--- src/rtl/apb_spi_slave.sv ---
// apb_spi_slave: APB-attached SPI target, mode 0, MSB first, 8-bit frames.
// SPI pins are oversampled in the pclk domain; RX/TX FIFOs are exposed over APB.
// Optional build macro SPIS_IRQ_EN enables the level interrupt and CTRL[2:1].
module apb_spi_slave #(
  parameter int unsigned RX_DEPTH = 8,
  parameter int unsigned TX_DEPTH = 8,
  parameter logic [7:0]  TX_FILL  = 8'h00
) (
  input  logic        pclk,
  input  logic        preset,
  input  logic        psel,
  input  logic        penable,
  input  logic        pwrite,
  input  logic [31:0] paddr,
  input  logic [31:0] pwdata,
  output logic [31:0] prdata,
  output logic        pready,
  input  logic        sck,
  input  logic        cs_n,
  input  logic        mosi,
  output logic        miso,
  output logic        miso_oe,
  output logic        irq
);

  localparam int unsigned RX_AW = (RX_DEPTH > 1) ? $clog2(RX_DEPTH) : 1;
  localparam int unsigned TX_AW = (TX_DEPTH > 1) ? $clog2(TX_DEPTH) : 1;
  localparam int unsigned CW    = 5;

`ifdef SPIS_IRQ_EN
  localparam logic [2:0] CTRL_MASK = 3'b111;
`else
  localparam logic [2:0] CTRL_MASK = 3'b001;
`endif

  typedef enum logic {ST_IDLE, ST_SHIFT} state_e;

  // {sck, cs_n, mosi}; cs_n idles high so reset values avoid a false select
  logic [2:0]       pin_meta_q, pin_meta_d;
  logic [2:0]       pin_sync_q, pin_sync_d;
  logic [2:0]       pin_prev_q, pin_prev_d;

  state_e           state_q, state_d;
  logic [2:0]       bitcnt_q, bitcnt_d;
  logic [7:0]       rx_sr_q, rx_sr_d;
  logic [7:0]       tx_sr_q, tx_sr_d;
  logic             reload_q, reload_d;
  logic             miso_q, miso_d;
  logic             miso_oe_q, miso_oe_d;

  logic [7:0]       rx_mem_q [RX_DEPTH];
  logic [7:0]       rx_mem_d [RX_DEPTH];
  logic [RX_AW-1:0] rx_wr_q, rx_wr_d, rx_rd_q, rx_rd_d;
  logic [CW-1:0]    rx_cnt_q, rx_cnt_d;

  logic [7:0]       tx_mem_q [TX_DEPTH];
  logic [7:0]       tx_mem_d [TX_DEPTH];
  logic [TX_AW-1:0] tx_wr_q, tx_wr_d, tx_rd_q, tx_rd_d;
  logic [CW-1:0]    tx_cnt_q, tx_cnt_d;

  // {TX_OVF, TX_UDR, RX_OVR}
  logic [2:0]       flags_q, flags_d;
  logic [2:0]       ctrl_q, ctrl_d;
  logic [31:0]      prdata_q, prdata_d;
  logic             pready_q, pready_d;
  logic             irq_q, irq_d;

  logic             sck_rise, sck_fall, cs_rise, cs_fall, cs_s, mosi_s;
  logic             acc, wr_acc, rd_acc;
  logic [1:0]       addr;
  logic             rx_empty, rx_full, tx_empty, tx_full;
  logic             spi_pop, rx_push, rx_pop, tx_push;
  logic [7:0]       rx_byte, pop_byte;
  logic [31:0]      rdata;

  logic unused_apb;
  assign unused_apb = ^{paddr[31:4], paddr[1:0], pwdata[31:8]};

  // Synchronizers and edge detectors for the asynchronous SPI pins
  always_comb begin
    pin_meta_d = {sck, cs_n, mosi};
    pin_sync_d = pin_meta_q;
    pin_prev_d = pin_sync_q;
    cs_s       = pin_sync_q[1];
    mosi_s     = pin_sync_q[0];
    sck_rise   = pin_sync_q[2] & ~pin_prev_q[2];
    sck_fall   = ~pin_sync_q[2] & pin_prev_q[2];
    cs_fall    = ~pin_sync_q[1] & pin_prev_q[1];
    cs_rise    = pin_sync_q[1] & ~pin_prev_q[1];
  end

  // Frame FSM, FIFOs, flags and APB register file next-state logic
  always_comb begin
    state_d   = state_q;
    bitcnt_d  = bitcnt_q;
    rx_sr_d   = rx_sr_q;
    tx_sr_d   = tx_sr_q;
    reload_d  = reload_q;
    miso_d    = miso_q;
    miso_oe_d = miso_oe_q;
    rx_mem_d  = rx_mem_q;
    rx_wr_d   = rx_wr_q;
    rx_rd_d   = rx_rd_q;
    rx_cnt_d  = rx_cnt_q;
    tx_mem_d  = tx_mem_q;
    tx_wr_d   = tx_wr_q;
    tx_rd_d   = tx_rd_q;
    tx_cnt_d  = tx_cnt_q;
    flags_d   = flags_q;
    ctrl_d    = ctrl_q;
    prdata_d  = prdata_q;
    spi_pop   = 1'b0;
    rx_push   = 1'b0;
    rx_byte   = {rx_sr_q[6:0], mosi_s};

    acc      = psel & penable & ~pready_q;
    wr_acc   = acc & pwrite;
    rd_acc   = acc & ~pwrite;
    addr     = paddr[3:2];
    rx_empty = (rx_cnt_q == '0);
    rx_full  = (rx_cnt_q == CW'(RX_DEPTH));
    tx_empty = (tx_cnt_q == '0);
    tx_full  = (tx_cnt_q == CW'(TX_DEPTH));
    pop_byte = tx_empty ? TX_FILL : tx_mem_q[tx_rd_q];
    pready_d = acc;

    case (state_q)
      ST_IDLE: begin
        if (ctrl_q[0] && cs_fall) begin
          state_d   = ST_SHIFT;
          spi_pop   = 1'b1;
          miso_d    = pop_byte[7];
          tx_sr_d   = {pop_byte[6:0], 1'b0};
          miso_oe_d = 1'b1;
          bitcnt_d  = 3'd0;
          reload_d  = 1'b0;
        end
      end
      ST_SHIFT: begin
        if (!ctrl_q[0] || cs_rise) begin
          state_d   = ST_IDLE;
          miso_oe_d = 1'b0;
          miso_d    = 1'b0;
          reload_d  = 1'b0;
          bitcnt_d  = 3'd0;
        end else if (sck_rise) begin
          rx_sr_d = rx_byte;
          if (bitcnt_q == 3'd7) begin
            rx_push  = 1'b1;
            bitcnt_d = 3'd0;
            reload_d = 1'b1;
          end else begin
            bitcnt_d = bitcnt_q + 3'd1;
          end
        end else if (sck_fall) begin
          if (reload_q) begin
            spi_pop  = 1'b1;
            miso_d   = pop_byte[7];
            tx_sr_d  = {pop_byte[6:0], 1'b0};
            reload_d = 1'b0;
          end else begin
            miso_d  = tx_sr_q[7];
            tx_sr_d = {tx_sr_q[6:0], 1'b0};
          end
        end
      end
      default: state_d = ST_IDLE;
    endcase

    // RX FIFO: SPI push, APB pop
    rx_pop = rd_acc && (addr == 2'd0) && !rx_empty;
    if (rx_push && !rx_full) begin
      rx_mem_d[rx_wr_q] = rx_byte;
      rx_wr_d = rx_wr_q + RX_AW'(1);
    end
    if (rx_pop) rx_rd_d = rx_rd_q + RX_AW'(1);
    case ({rx_push && !rx_full, rx_pop})
      2'b10:   rx_cnt_d = rx_cnt_q + 5'd1;
      2'b01:   rx_cnt_d = rx_cnt_q - 5'd1;
      default: rx_cnt_d = rx_cnt_q;
    endcase

    // TX FIFO: APB push, SPI pop
    tx_push = wr_acc && (addr == 2'd0) && !tx_full;
    if (tx_push) begin
      tx_mem_d[tx_wr_q] = pwdata[7:0];
      tx_wr_d = tx_wr_q + TX_AW'(1);
    end
    if (spi_pop && !tx_empty) tx_rd_d = tx_rd_q + TX_AW'(1);
    case ({tx_push, spi_pop && !tx_empty})
      2'b10:   tx_cnt_d = tx_cnt_q + 5'd1;
      2'b01:   tx_cnt_d = tx_cnt_q - 5'd1;
      default: tx_cnt_d = tx_cnt_q;
    endcase

    // Sticky flags: clear first so a same-cycle set wins
    if (wr_acc && (addr == 2'd1)) flags_d = flags_q & ~pwdata[6:4];
    if (rx_push && rx_full)                       flags_d[0] = 1'b1;
    if (spi_pop && tx_empty)                      flags_d[1] = 1'b1;
    if (wr_acc && (addr == 2'd0) && tx_full)      flags_d[2] = 1'b1;

    if (wr_acc && (addr == 2'd2)) ctrl_d = pwdata[2:0] & CTRL_MASK;

    case (addr)
      2'd0:    rdata = {24'd0, rx_empty ? 8'h00 : rx_mem_q[rx_rd_q]};
      2'd1:    rdata = {24'd0, ~cs_s, flags_q, tx_full, tx_empty, rx_full, rx_empty};
      2'd2:    rdata = {29'd0, ctrl_q};
      default: rdata = {19'd0, tx_cnt_q, 3'd0, rx_cnt_q};
    endcase
    if (rd_acc) prdata_d = rdata;

`ifdef SPIS_IRQ_EN
    irq_d = (ctrl_q[1] & ~rx_empty) | (ctrl_q[2] & (|flags_q));
`else
    irq_d = 1'b0;
`endif
  end

  // Control and status registers with synchronous reset
  always_ff @(posedge pclk) begin
    if (preset) begin
      pin_meta_q <= 3'b010;
      pin_sync_q <= 3'b010;
      pin_prev_q <= 3'b010;
      state_q    <= ST_IDLE;
      bitcnt_q   <= 3'd0;
      rx_sr_q    <= 8'd0;
      tx_sr_q    <= 8'd0;
      reload_q   <= 1'b0;
      miso_q     <= 1'b0;
      miso_oe_q  <= 1'b0;
      rx_wr_q    <= '0;
      rx_rd_q    <= '0;
      rx_cnt_q   <= '0;
      tx_wr_q    <= '0;
      tx_rd_q    <= '0;
      tx_cnt_q   <= '0;
      flags_q    <= 3'd0;
      ctrl_q     <= 3'd0;
      prdata_q   <= 32'd0;
      pready_q   <= 1'b0;
      irq_q      <= 1'b0;
    end else begin
      pin_meta_q <= pin_meta_d;
      pin_sync_q <= pin_sync_d;
      pin_prev_q <= pin_prev_d;
      state_q    <= state_d;
      bitcnt_q   <= bitcnt_d;
      rx_sr_q    <= rx_sr_d;
      tx_sr_q    <= tx_sr_d;
      reload_q   <= reload_d;
      miso_q     <= miso_d;
      miso_oe_q  <= miso_oe_d;
      rx_wr_q    <= rx_wr_d;
      rx_rd_q    <= rx_rd_d;
      rx_cnt_q   <= rx_cnt_d;
      tx_wr_q    <= tx_wr_d;
      tx_rd_q    <= tx_rd_d;
      tx_cnt_q   <= tx_cnt_d;
      flags_q    <= flags_d;
      ctrl_q     <= ctrl_d;
      prdata_q   <= prdata_d;
      pready_q   <= pready_d;
      irq_q      <= irq_d;
    end
  end

  // FIFO storage; occupancy is tracked by the reset counters
  always_ff @(posedge pclk) begin
    rx_mem_q <= rx_mem_d;
    tx_mem_q <= tx_mem_d;
  end

  assign prdata  = prdata_q;
  assign pready  = pready_q;
  assign miso    = miso_q;
  assign miso_oe = miso_oe_q;
  assign irq     = irq_q;

endmodule

--- config.mk ---
export PLATFORM = sky130hd
export DESIGN_NAME = apb_spi_slave
export DESIGN_NICKNAME = d
export VERILOG_FILES = /design/src/rtl/apb_spi_slave.sv
export SDC_FILE = /design/constraint.sdc
export NUM_CORES = 1
export LEC_CHECK = 0
export ABC_AREA = 1
export ABC_CLOCK_PERIOD_IN_PS = 6300
export CAP_MARGIN = 20
export CORE_MARGIN = 8
export CORE_UTILIZATION = 51
export CTS_CLUSTER_SIZE = 40
export DETAILED_ROUTE_END_ITERATION = 10
export PLACE_DENSITY = 0.79
export SLEW_MARGIN = 20
export SYNTH_ARGS = -nofsm -noshare
export SYNTH_HDL_FRONTEND = slang
export SYNTH_SLANG_ARGS = --single-unit
--- constraint.sdc ---
create_clock -name pclk -period 6.3 [get_ports pclk]
set_input_delay 1.26 -clock pclk [delete_from_list [all_inputs] [get_ports pclk]]
set_output_delay 1.26 -clock pclk [all_outputs]
set_load 0.02 [all_outputs]
==> metrics <==
CTS max path bufs=2; Cell Chain, Critical Path=clkdlybuf4s50_1 > nand3b_1 > nor2_2 > buf_4 > inv_2 > nor2_1 > ha_1 > nand2_1 > inv_1 > nor2_1 > ha_1 > a21o_1 > nand3_1 > nand2_1 > nand2_1 > nand2_1 > nand2_1 > a21oi_1; count of instances resized after the clock tree is built=0; maximum VDD drop=195.1 µV; number of pins exceeding their max-slew limit in the final report=0; summed negative setup slack over all endpoints=0 ps; Primary FF master, synth=sky130_fd_sc_hd__edfxtp_1; count of vias placed by the detailed router=6052; antenna violations before repair=0; wire length of the first global-routing pass=29520 µm; unrepaired setup endpoints after global routing=false; First DRT Iteration DRCs=562; sequential-to-total area share from yosys stat=62.24%; die footprint=20820 µm²; kind of end point of the critical path=flop; final setup violation count=0; static leakage power=0.003722 µW; Post-synth EDFFs=128; clock transition time at the flip-flop clock pins of the worst setup and hold paths=80 ps; post-layout net count=964; HPWL after detailed placement=11510 µm; ranking of synthesized cells by area=sky130_fd_sc_hd__edfxtp_1, sky130_fd_sc_hd__dfxtp_1, sky130_fd_sc_hd__nor2_1, sky130_fd_sc_hd__o21ai_0, sky130_fd_sc_hd__nand2_1; family with the most delay on the worst path=simple AND/OR/NAND/NOR gates; number of max-cap violations=0; commonest cells in the synthesized netlist=sky130_fd_sc_hd__edfxtp_1, sky130_fd_sc_hd__nor2_1, sky130_fd_sc_hd__nand2_1; count of unresolved DRC violations after routing=0; aggregate routed wire length=18440 µm; cell with the largest stage delay on the worst path=sky130_fd_sc_hd__clkdlybuf4s50_1; maximum level of the CTS H-tree=4; power density relative to cell area=265.0 nW/µm²; area of the core region=16350 µm²; Root Buffer=sky130_fd_sc_hd__clkbuf_16; Synth Instances=852; gr ovfl total=0; count leader, synth=sky130_fd_sc_hd__edfxtp_1; source-to-sink clock delay at the later pin of the worst-skew pair=440 ps; GP Congestion=0.8635; endpoints failing hold=0; number of clock sinks=197; relative slew slack=27.86%; remaining antenna violation count after routing=0; Fmax=280.2 MHz; post-route clock period utilization=56.64%; Syn. warnings=0; Hold Slack=413.6 ps; die extent in x=144.3 µm; detailed-routing iteration count for the pre-antenna-repair pass=5; crit-path max FO=16; data arrival time of the critical path=3890 ps; flip-flop and latch count after synthesis=197; Most Frequent Cell on Critical Path=sky130_fd_sc_hd__nand2_1; share of async-settable or async-resettable flops after synthesis=0%; run status=finished clean; post-route minimum period=3569 ps; drt wl/cell=16.56 µm; number of distinct library cells after synthesis=35; Clock Skews=10.88 ps; largest area contributor in the netlist=sky130_fd_sc_hd__edfxtp_1; vias in the first global route=5699; signed area change from the synthesized netlist to the final layout=12.62%; clock tree from TritonCTS=built; number of placement rows=47; syn avg cell area=9.854 µm²; top-area cell type share of the netlist area=45.78%; global-route total usage across every layer=18.50%; quantity of hold-fixing buffers added after cts=0; die span in y=144.3 µm; # diodes=0; critical path class=input pin to flop; Slew @ Worst Pin=1075 ps; buffers and inverters on the worst path=4; number of I/O port buffers=33; share of final-layout standard cells stronger than drive strength 1=7.279%; detail-routed via count per cell=5.438; total clock buffers created by CTS=17; final-layout fill cell count=1380; number of top-level design ports=108; Cell Area, Synth=8396 µm²; power after layout=2505 µW; slack of the worst reg-to-reg path=3640 ps; largest net degree at the start of global routing=37; maximum single-stage delay on the critical path=480 ps; hold crit path type=flop to flop; starting density of the core=51.35%; launching element type of the critical path=input pin; buffers inserted by post-CTS timing repair=0; data required time of the critical path=6620 ps
per-stage QoR:
step | setup WS, ps | instance area (µm²) | util [%] | cells
2_1_floorplan | 3157 | 8467 | - | 871
3_3_place_gp | 2334 | 8870 | 54.26 | 1081
3_5_place_dp | 2284 | 8870 | 54.26 | 1081
4_1_cts | 2756 | 9454 | 57.83 | 1113
5_1_grt | 2484 | 9455 | 57.84 | 1113
6_report | 2731 | 9455 | 57.84 | 1113
cell families after synthesis:
| logic type | after synthesis | synth area share [%] |
|---|---|---|
| xor+xnor | 10 | 1.043 |
| fa+ha+maj | 12 | 1.788 |
| simple gates | 315 | 15.83 |
| other cells | 1 | 0.04467 |
| flops | 197 | 62.24 |
| compound gates | 196 | 12.59 |
| buf+inv | 121 | 6.468 |
worst paths after layout:
check,cells past startpoint,start,to
max,18,psel,rx_cnt_q[4]
min,1,pin_meta_q[1],pin_prev_d[1]
max reg2reg,17,pready,rx_cnt_q[4]
min reg2reg,1,pin_meta_q[1],pin_prev_d[1]
layer usage:
metal	GRT usage (%)	part of all wire, %
met3	3.301	7.1
met5	0	0
met4	7.996	1.7
met1	24.66	44
met2	29.12	48
flip-flops by register name, summed over array words and instances (netlist names), 2 cells and up:
signal	cells
rx_rd_q	3
flags_q	3
tx_rd_q	3
tx_sr_q	7
pin_prev_q	2
pin_meta_q	3
rx_mem_q	64
rx_sr_q	7
rx_cnt_q	5
rx_wr_q	3
tx_cnt_q	5
tx_mem_q	64
pin_prev_d	3
tx_wr_q	3
bitcnt_q	3
prdata	13
cell usage in the layout, fill, tap and decap left out, types with 12 or more instances in the layout:
master and count:
sky130_fd_sc_hd__clkdlybuf4s50_1 33, sky130_fd_sc_hd__ha_1 12, sky130_fd_sc_hd__clkbuf_16 17, sky130_fd_sc_hd__nand3_1 44, sky130_fd_sc_hd__edfxtp_1 128, sky130_fd_sc_hd__inv_1 59, sky130_fd_sc_hd__a21oi_1 64, sky130_fd_sc_hd__nor2_1 126
sky130_fd_sc_hd__o21ai_1 17, sky130_fd_sc_hd__o211ai_1 22, sky130_fd_sc_hd__o21ai_0 89, sky130_fd_sc_hd__dfxtp_1 68, sky130_fd_sc_hd__nand2_1 117, sky130_fd_sc_hd__conb_1 20
where the power goes:
part / leakage, µW / total [µW] / internal [µW] / switching, µW
Sequential: 0.00184 / 1380 / 1370 / 5.29
Clock: 0.000278 / 1060 / 530 / 526
Combinational: 0.00160 / 73.2 / 23.0 / 50.2
area by class of cell:
class	count	area, µm²	share of cell area (%)
multi-input cells	553	2709	28.65
clock buffers	17	425.4	4.499
clock inverters	15	158.9	1.681
repair buffers	43	405.4	4.287
well taps	220	275.3	2.911
flip-flops and latches	197	5226	55.27
inverters	68	255.2	2.699
Power figures use the tool's default switching activity.
